--- src/rtl/slot_pkg.sv ---
`default_nettype none
// +----------------------------------------------------------------------------+
// | slot_pkg : shared types and win codes for the slot-machine spin controller |
// | Revision : 1.0                                                             |
// +----------------------------------------------------------------------------+
package slot_pkg;

    localparam int SYM_W     = 3;
    localparam int NUM_REELS = 3;
    localparam int WIN_W     = 2;

    localparam logic [WIN_W-1:0] WIN_NONE   = 2'd0;
    localparam logic [WIN_W-1:0] WIN_PAIR   = 2'd1;
    localparam logic [WIN_W-1:0] WIN_TRIPLE = 2'd2;

    typedef enum logic [2:0] {
        IDLE  = 3'd0,
        SPIN3 = 3'd1,
        SPIN2 = 3'd2,
        SPIN1 = 3'd3,
        EVAL  = 3'd4
    } state_t;

    function automatic logic [WIN_W-1:0] win_code(
        input logic [SYM_W-1:0] a,
        input logic [SYM_W-1:0] b,
        input logic [SYM_W-1:0] c
    );
        if (a == b && b == c)
            return WIN_TRIPLE;
        else if (a == b || b == c || a == c)
            return WIN_PAIR;
        else
            return WIN_NONE;
    endfunction

endpackage
`default_nettype wire

--- src/rtl/slot_spin_ctrl.sv ---
`default_nettype none
// +----------------------------------------------------------------------------+
// | slot_spin_ctrl : three-reel spin sequencer with staggered stops and payout |
// | Revision       : 1.0                                                       |
// +----------------------------------------------------------------------------+
module slot_spin_ctrl
    import slot_pkg::*;
#(
    parameter int unsigned SPIN_CYCLES = 50_000_000,
    parameter int unsigned GAP_CYCLES  = 25_000_000
) (
    input  logic              clk,
    input  logic              rst,
    input  logic              spin,
    input  logic              pause,
    input  logic [15:0]       rand_in,
    output logic              rng_en,
    output logic [SYM_W-1:0]  reel0,
    output logic [SYM_W-1:0]  reel1,
    output logic [SYM_W-1:0]  reel2,
    output logic              busy,
    output logic              done,
    output logic [WIN_W-1:0]  win
);

    localparam logic [31:0] c_SPIN_LOAD = 32'(SPIN_CYCLES - 1);
    localparam logic [31:0] c_GAP_LOAD  = 32'(GAP_CYCLES - 1);

    state_t             state_q, state_d;
    logic [31:0]        timer_q, timer_d;
    logic               spin_q;
    logic               rng_en_q;
    logic [SYM_W-1:0]   reel0_q, reel0_d;
    logic [SYM_W-1:0]   reel1_q, reel1_d;
    logic [SYM_W-1:0]   reel2_q, reel2_d;
    logic [WIN_W-1:0]   win_q, win_d;

    logic               w_edge;
    logic               w_tmo;
    logic               w_unused_rand;

    assign w_edge        = spin & ~spin_q;
    assign w_tmo         = (timer_q == 32'd0);
    assign w_unused_rand = ^{rand_in[15:13], rand_in[9:8], rand_in[4:3]};

    always_ff @(posedge clk or posedge rst) begin
        if (rst) begin
            state_q  <= IDLE;
            timer_q  <= 32'd0;
            spin_q   <= 1'b0;
            rng_en_q <= 1'b0;
            reel0_q  <= '0;
            reel1_q  <= '0;
            reel2_q  <= '0;
            win_q    <= WIN_NONE;
        end else begin
            state_q  <= state_d;
            timer_q  <= timer_d;
            spin_q   <= spin;
            rng_en_q <= ~pause;
            reel0_q  <= reel0_d;
            reel1_q  <= reel1_d;
            reel2_q  <= reel2_d;
            win_q    <= win_d;
        end
    end

    // Every spinning reel tracks the generator; a reel "stops" simply by no longer loading.
    always_comb begin
        state_d = state_q;
        timer_d = timer_q;
        reel0_d = reel0_q;
        reel1_d = reel1_q;
        reel2_d = reel2_q;
        win_d   = win_q;
        unique case (state_q)
            IDLE: begin
                if (w_edge && !pause) begin
                    state_d = SPIN3;
                    timer_d = c_SPIN_LOAD;
                    win_d   = WIN_NONE;
                end
            end
            SPIN3: begin
                if (!pause) begin
                    reel0_d = rand_in[2:0];
                    reel1_d = rand_in[7:5];
                    reel2_d = rand_in[12:10];
                    timer_d = w_tmo ? c_GAP_LOAD : timer_q - 32'd1;
                    if (w_tmo) state_d = SPIN2;
                end
            end
            SPIN2: begin
                if (!pause) begin
                    reel1_d = rand_in[7:5];
                    reel2_d = rand_in[12:10];
                    timer_d = w_tmo ? c_GAP_LOAD : timer_q - 32'd1;
                    if (w_tmo) state_d = SPIN1;
                end
            end
            SPIN1: begin
                if (!pause) begin
                    reel2_d = rand_in[12:10];
                    timer_d = w_tmo ? 32'd0 : timer_q - 32'd1;
                    if (w_tmo) state_d = EVAL;
                end
            end
            EVAL: begin
                win_d   = win_code(reel0_q, reel1_q, reel2_q);
                state_d = IDLE;
            end
            default: state_d = IDLE;
        endcase
    end

    assign busy   = (state_q != IDLE);
    assign done   = (state_q == EVAL);
    assign rng_en = rng_en_q;
    assign reel0  = reel0_q;
    assign reel1  = reel1_q;
    assign reel2  = reel2_q;
    assign win    = win_q;

endmodule
`default_nettype wire

--- config.mk ---
export PLATFORM = sky130hd
export DESIGN_NAME = slot_spin_ctrl
export DESIGN_NICKNAME = d
export VERILOG_FILES = /design/src/rtl/slot_pkg.sv /design/src/rtl/slot_spin_ctrl.sv
export SDC_FILE = /design/constraint.sdc
export NUM_CORES = 1
export LEC_CHECK = 0
export ABC_AREA = 1
export CORE_AREA = 8 8 80 82
export DETAILED_ROUTE_END_ITERATION = 10
export DIE_AREA = 0 0 88 90
export GPL_TIMING_DRIVEN = 0
export PLACE_DENSITY = 0.83
export SLEW_MARGIN = 20
export SYNTH_ARGS = -nofsm -noshare
export SYNTH_HDL_FRONTEND = slang
export SYNTH_SLANG_ARGS = --single-unit
--- constraint.sdc ---
create_clock -name clk -period 3.2 [get_ports clk]
set_clock_uncertainty 0.15 [all_clocks]
set_input_delay 0.64 -clock clk [delete_from_list [all_inputs] [get_ports clk]]
set_output_delay 0.64 -clock clk [all_outputs]
set_load 0.01 [all_outputs]
== Word level (Yosys, flattened, before mapping) ==
Cells that the tools add are included.

* Output and inout bits: 14
* Logic and storage cells: 63
* Bits of input ports: 20
* Register bits after elaboration: 48

* Reductions and logical operators: 18
* Multiplexer cells: 18
* Equality and inequality tests: 15
* Bitwise operators: 3
* Add/sub/neg operators: 1

{| class="wikitable"
|+ Operators with widths
! cell !! number
|-
| $mux W32 || 5
|-
| $pmux W32 S3 || 1
|-
| $logic_not A32 Y1 || 1
|-
| $sub A32 B1 Y32 const B || 1
|-
| $mux W3 || 7
|-
| $ne A2 B2 Y1 const B || 8
|-
| $pmux W3 S4 || 1
|-
| $eq A3 B3 Y1 || 3
|-
| $reduce_and A2 Y1 || 4
|-
| $reduce_and A7 Y1 || 1
|-
| $eq A3 B2 Y1 const B || 2
|-
| $reduce_bool A3 Y1 || 2
|-
| $mux W2 || 2
|-
| $pmux W2 S2 || 1
|-
| $reduce_and A4 Y1 || 1
|-
| $eq A3 B1 Y1 const B || 1
|-
| $eq A3 B3 Y1 const B || 1
|-
| $logic_not A3 Y1 || 1
|-
| $reduce_or A3 Y1 || 1
|-
| $logic_and A1 B1 Y1 || 2
|-
| $logic_or A1 B1 Y1 || 2
|-
| $not A1 Y1 || 2
|-
| $reduce_bool A2 Y1 || 1
|-
| $reduce_or A2 Y1 || 1
|-
| 3 further kinds || 3
|}

== Longest topological paths before layout ==
Gate-level depths: netlist of run 1.

* Word-level depth: 6
* Mapped depth: 11
* Depth with buffers taken out: 11

== Least setup slack after synthesis of run 1 ==
No wires, ideal clock.

* Kind: flip-flop to flip-flop
* Start point: register timer_q[0]
* End point: register timer_q[12]
* Path buffers: 1
* Arrival time: 1,576 ps
* Setup slack: 1,350 ps
* Required time: 2,925 ps
* Cell stages (with the launch flop): 11
* Clock period less this slack: 1,850 ps
* Setup time: 125 ps
* Cells stage by stage: dfrtp_1 > inv_1 > ha_1 > nand3_2 > nor2_4 > nand2_4 > nor2_4 > nand4_2 > nand2_2 > buf_6 > o21ai_1

* Longest elaborated chain between the ends: 4

{| class="wikitable"
|+ Ends and longest elaborated chain
! what !! line !! RTL
|-
| start: declaration || slot_spin_ctrl.sv:30 || <nowiki>logic [31:0] timer_q, timer_d;</nowiki>
|-
| start signal: assignment || slot_spin_ctrl.sv:58 || <nowiki>timer_q <= timer_d;</nowiki>
|-
| $sub A32 B1 Y32 or $logic_not A32 Y1 (tied branches) || - ||
|-
| $mux W32, on equally long branches || slot_spin_ctrl.sv:104, slot_spin_ctrl.sv:89, slot_spin_ctrl.sv:97 ||
|-
| $mux W32, on equally long branches || slot_spin_ctrl.sv:102, slot_spin_ctrl.sv:85, slot_spin_ctrl.sv:94 ||
|-
| $pmux W32 S3 (*) || slot_spin_ctrl.sv:76 || <nowiki>unique case (state_q)</nowiki>
|}

Every way passes the cells marked *; elsewhere a longest branch is shown, timed or not. The select of a mux whose other input is x is not followed.
A chain may end at the register's enable or synchronous reset.

== Final worst setup path of run 1 ==
* Start point: register state_q[0]
* End point: output port done

* Longest elaborated chain between the ends: 1

{| class="wikitable"
|+ Ends and longest elaborated chain
! what !! line !! RTL
|-
| start: declaration || slot_spin_ctrl.sv:29 || <nowiki>state_t state_q, state_d;</nowiki>
|-
| start signal: assignment || slot_spin_ctrl.sv:57 || <nowiki>state_q <= state_d;</nowiki>
|-
| $eq A3 B3 Y1 || slot_spin_ctrl.sv:117 || <nowiki>assign done = (state_q == EVAL);</nowiki>
|-
| end: declaration || slot_spin_ctrl.sv:22 || <nowiki>output logic done,</nowiki>
|}

No other way between the ends.

==> results of run 1 <==
-- flip-flops by register name (all words and copies together) (netlist names) --
name and count:
reel2 3, reel0 3, reel1 3, spin_q 1
win 2, timer_q 32, rng_en 1, state_q 3
-- power groups by stage --
stage	combinational (uW)	sequential, uW	clock (uW)
final	1400	1040	349
after global placement	1350	1040	0
after floorplan	982	1020	0
after global routing	1570	1080	378
after CTS	1410	1040	355
after detailed placement	1400	1050	0
-- cell usage in the layout, fill, tap and decap left out, types with 8 or more instances in the layout --
cell / instances
xnor2_1: 12
nand3_1: 30
nor2_1: 80
clkdlybuf4s50_1: 26
nand2_1: 105
o21ai_2: 9
inv_1: 30
a21oi_1: 8
dfrtp_1: 48
xor2_1: 10
-- tightest hold or removal path: stages (launching register included) --
cell	delay [ns]
dfrtp_1	0.35
nand2_1	0.06
o21ai_2	0.05
-- how the worst min path moves through the flow --
stage	from	to	slack [ns]	depth (start not counted)
after floorplan	timer_q[0]	timer_q[0]	0.30	2
after global placement	timer_q[0]	timer_q[0]	0.32	2
after detailed placement	timer_q[0]	timer_q[0]	0.32	2
after CTS	timer_q[0]	timer_q[0]	0.34	2
after global routing	timer_q[0]	timer_q[0]	0.37	2
final	timer_q[0]	timer_q[0]	0.34	2
-- area by class of cell --
cell class                      count  share of cell area (%)
Sequential cell                    48                   34.92
Multi-Input combinational cell    310                   46.85
Buffer                              4                  0.9458
Timing Repair Buffer               27                   8.367
Tap cell                           72                   2.619
Clock buffer                        6                   2.110
Clock inverter                      1                  0.1455
Inverter                           37                   4.038
-- stage by stage --
step | total power [uW] | worst slack, ns
after floorplan | 2005 | 1.266
after global placement | 2387 | 0.3200
after detailed placement | 2451 | 0.5396
after CTS | 2804 | 0.5940
after global routing | 3027 | 0.4995
final | 2794 | 0.5994
-- cell families (layout without fill, tap and decap cells) --
group / after synthesis / in the layout / share of synthesized area, %
compound gates: 31 / 31 / 6.919
xor+xnor: 22 / 22 / 6.457
fa+ha+maj: 1 / 1 / 0.4192
buf+inv: 41 / 75 / 5.744
flops: 48 / 48 / 40.25
mux: 6 / 6 / 2.264
simple gates: 250 / 250 / 37.95
-- per-layer routing --
metal  global-route usage [%]  up-vias  wire [um]
li1                         -     1329          -
met1                    25.01     1278       3157
met2                    32.96       58       3593
met3                    2.548       12        308
met4                    7.891        0        119
met5                        0        -          0
==> impl_metrics.ini, run 1 <==
[synthesis]
synth.avg_cell_area_um2 = 7.479
ys_top_cells_by_count = nand2_1 (105), nor2_1 (80), dfrtp_1 (48)
synth_top_area_share_pct = 40.25
synth-seq-area-share_pct = 40.25
synth_cell_types = 33
synth_warnings = 0
synth_area_leaders = dfrtp_1 (40%), nand2_1 (13%), nor2_1 (10%)
ys.flop_type = dfrtp_1
synth_edf_count = 0
synth-async-reset-ratio_pct = 100.0
synth.most_common_cell = nand2_1
synthCells = 399
synth_seq_cells = 48
synth.largest_area_cell = dfrtp_1
syn-cell-area_um2 = 2984
synth_fp_nets = 420

[cts]
cts.clk_slew.worst_paths_ns = 0.09
clock_sinks = 48
cts_max_level = 2
postCtsResizedCells = 0
postCtsHoldBufs = 0
clk_latency_ns = 0.30
cts_buffers = 5
tritoncts = yes
cts_buffer_depth = 2
clock-root-buffer = clkbuf_8
post_cts_buffers = 0

[layout]
antenna_cells = 0
multi_input_area_um2 = 1612
syn2layout_area_growth_pct = 15.26
regArea_um2 = 1201
layout.core_utilization_pct = 65.69
fin_cells = 505
design_area_um2 = 3440
drive_above_1_share_pct = 13.86
nFillCells = 457
fin_nets = 454

[grt]
grt_max_degree = 28
grt_pass1_vias = 2785
antenna_found_initial = 0
overflow = 0
grtUsageTotal_pct = 19.85
grt_pass1_wl_mm = 12.79

[setup_path]
cp_max_fo = 5
worst-path-buf-inv = 2
cp-start-kind = flop
reg2regPathDepth = 11
cp_slowest_stage_delay_ns = 0.58
endpoint = done
cp-startpoint = state_q[0]
cp-end-kind = output port
criticalPathCategory = flop to output port
r2r_start = timer_q[0]
critPathArrivalTime_ns = 1.81
slowest_stage = clkdlybuf4s50_1
worst-path-stages = 4
reg2reg_slack_ns = 0.97
crit_family = buffers and inverters
reg2reg_to = timer_q[31]
cp.required_ns = 2.41
crit_chain = nor2_2 > inv_2 > nor2_1 > clkdlybuf4s50_1

[run]
cap_violations = 0

[floorplanning]
start_util_pct = 56.99
dieArea_um2 = 7920
fp-row-count = 27
coreArea_um2 = 5236
die_w_um = 88
boundaryPins = 34
die_y_um = 90

[timing]
post-route-min-period_ns = 2.601
report.final.slew_viol_count = 0
setup_violations = 0
clock.fmax_mhz = 384.5
worst_slew_pin_slew_ns = 0.6257
fin_setup_tns_ns = 0
fin_crit_sh_pct = 81.27
relSlewSlack_pct = 58.23
holdWs_ns = 0.3376
rsz0062_at_grt = no
hold_viol_final = 0

[pwr]
power_frac_comb_pct = 50.1
clkPwrFrac_pct = 12.5
p_int_uw = 1543
power_switching_uw = 1251
switching_share_pct = 44.78
max-vdd-ir-drop_mv = 0.3828
p_seq_share_pct = 37.4
p_leak_uw = 0.001554
power.density_nw_per_um2 = 812.2

[drt]
ant_nets = 0
first_pass_iters = 4
routedWlPerCell_um = 14.22
viasPerCell = 5.301
drt_iter0_drc = 188
routed_wirelength_mm = 7.179
vias = 2677
drc = 0

[status]
status = finished, final reports clean

[worst_hold_path]
worst_hold_path_type = flop to flop

[placed_design]
numPlacedInstances = 498
hpwl_mm = 5.577
dpl_cell_area_um2 = 3362
gp_congestion = 0.9098
io_buffers = 26
Note: power is estimated with default switching activity, not from simulation.
==> inputs of run 2 (changes only) <==
CORE_AREA = 8 8 82 84   (was 8 8 80 82)
DIE_AREA = 0 0 90 92   (was 0 0 88 90)
PLACE_DENSITY = 0.79   (was 0.83)
clock period = 2.6 ns   (was 3.2 ns; I/O delays follow)
==> impl_metrics.ini, run 2 (synthesis gave the netlist of run 1 again) <==
[cts]
clk_latency_ns = 0.30
cts.clk_slew.worst_paths_ns = 0.09
clock-root-buffer = clkbuf_8
cts_max_level = 2
postCtsHoldBufs = 0
post_cts_buffers = 0
cts_buffers = 5
tritoncts = yes
cts_buffer_depth = 2
clock_sinks = 48
postCtsResizedCells = 0

[layout]
fin_cells = 506
drive_above_1_share_pct = 14.06
layout_common_cells = nand2_1 (105), nor2_1 (80), dfrtp_1 (48)
layout.core_utilization_pct = 63.80
antenna_cells = 0
syn2layout_area_growth_pct = 15.56
final_common_cell = nand2_1
largest_reg_flops = 32
fin_nets = 454
regMostFlops = timer_q

[grt]
met2_usage_pct = 30.00
met1_usage_pct = 21.74
use_met3_pct = 3.504
grt_max_degree = 27
antenna_found_initial = 0
grt_pass1_wl_mm = 12.12
grt_pass1_vias = 2633
grt-busiest-layer = met2
overflow = 0
grtUsageTotal_pct = 17.86

[pwr]
power.density_nw_per_um2 = 999.9
max-vdd-ir-drop_mv = 0.4728
p_leak_uw = 0.001554

[setup_path]
criticalPathCategory = flop to output port
cp.required_ns = 1.93
cp_slowest_stage_delay_ns = 0.59
reg2reg_slack_ns = 0.40
cp-end-kind = output port
reg2regPathDepth = 11
slowest_stage = clkdlybuf4s50_1
crit_chain = nor2_2 > inv_2 > nor2_1 > clkdlybuf4s50_1
cp-start-kind = flop
critPathArrivalTime_ns = 1.81
cp_max_fo = 4

[timing]
setup_violations = 0
post-route-min-period_ns = 2.485
fin_crit_sh_pct = 95.57
clock.fmax_mhz = 402.4
rsz0062_at_grt = no
report.final.slew_viol_count = 0
relSlewSlack_pct = 65.86
worst_slew_pin_slew_ns = 0.5114
fin_setup_tns_ns = 0
hold_viol_final = 0

[drt]
vias = 2606
first_pass_iters = 4
drc = 0
routedWlPerCell_um = 13.68
viasPerCell = 5.150
ant_nets = 0
routed_wirelength_mm = 6.923
drt_iter0_drc = 183

[placed_design]
io_buffers = 26
gp_congestion = 0.9321
hpwl_mm = 5.438
numPlacedInstances = 498

[run]
cap_violations = 0

[floorplanning]
start_util_pct = 55.21
coreArea_um2 = 5405
dieArea_um2 = 8280
fp-row-count = 27
boundaryPins = 34
die_y_um = 92
die_w_um = 90

[worst_hold_path]
worst_hold_path_type = flop to flop
whs_path_depth = 2

[status]
status = finished, final reports clean
## run 2: where the power goes
part	switching, uW	leakage, uW	total, uW	internal [uW]
Combinational	967	0.000921	1700	731
Sequential	300	0.000589	1280	983
Clock	251	0.0000445	468	216
## run 2: metrics by stage
stage	area, um^2	hold WS [ns]	setup WS, ns	power (uW)
global placement	3334	0.3170	-0.1769	2938
floorplan	2984	0.3050	0.7497	2467
CTS	3448	0.3474	0.1169	3475
global route	3448	0.3773	0.02314	3752
finish	3448	0.3438	0.1152	3448
detailed placement	3354	0.3268	0.08957	3003
## run 2: routing by layer
layer	share of wire [%]	up-vias
li1	-	1329
met1	46	1206
met4	2.4	0
met2	48	58
met5	0	-
met3	3.7	13
## run 2: path summary, 6_finish.rpt
| path | start | endpoint |
|---|---|---|
| max | state_q[1] | done |
| min | timer_q[0] | timer_q[0] |
| max reg2reg | timer_q[0] | timer_q[10] |
| min reg2reg | timer_q[0] | timer_q[0] |
| max in group asynchronous | rst | reel1[1] |
| min in group asynchronous | rst | win[0] |
## run 2: critical path: cells and delay by family (launching register included)
kind	cells	cell delay, ns
flops	1	0.43
buf+inv	2	0.68
simple gates	2	0.40
## run 2: cell type report
type / instances / area (um^2)
clock inverter: 1 / 7.507
buffer: 4 / 32.53
fill: 480 / 1957
clock buffer: 7 / 86.33
sequential: 48 / 1201
tap: 72 / 90.09
multi-input combinational: 310 / 1612
timing repair buffer: 27 / 280.3
inverter: 37 / 138.9
==> inputs of run 3 (changes only) <==
CAP_MARGIN = 20   (was unset)
==> results of run 3 <==
Final layout, timing and power as in run 2 (identical DEF).
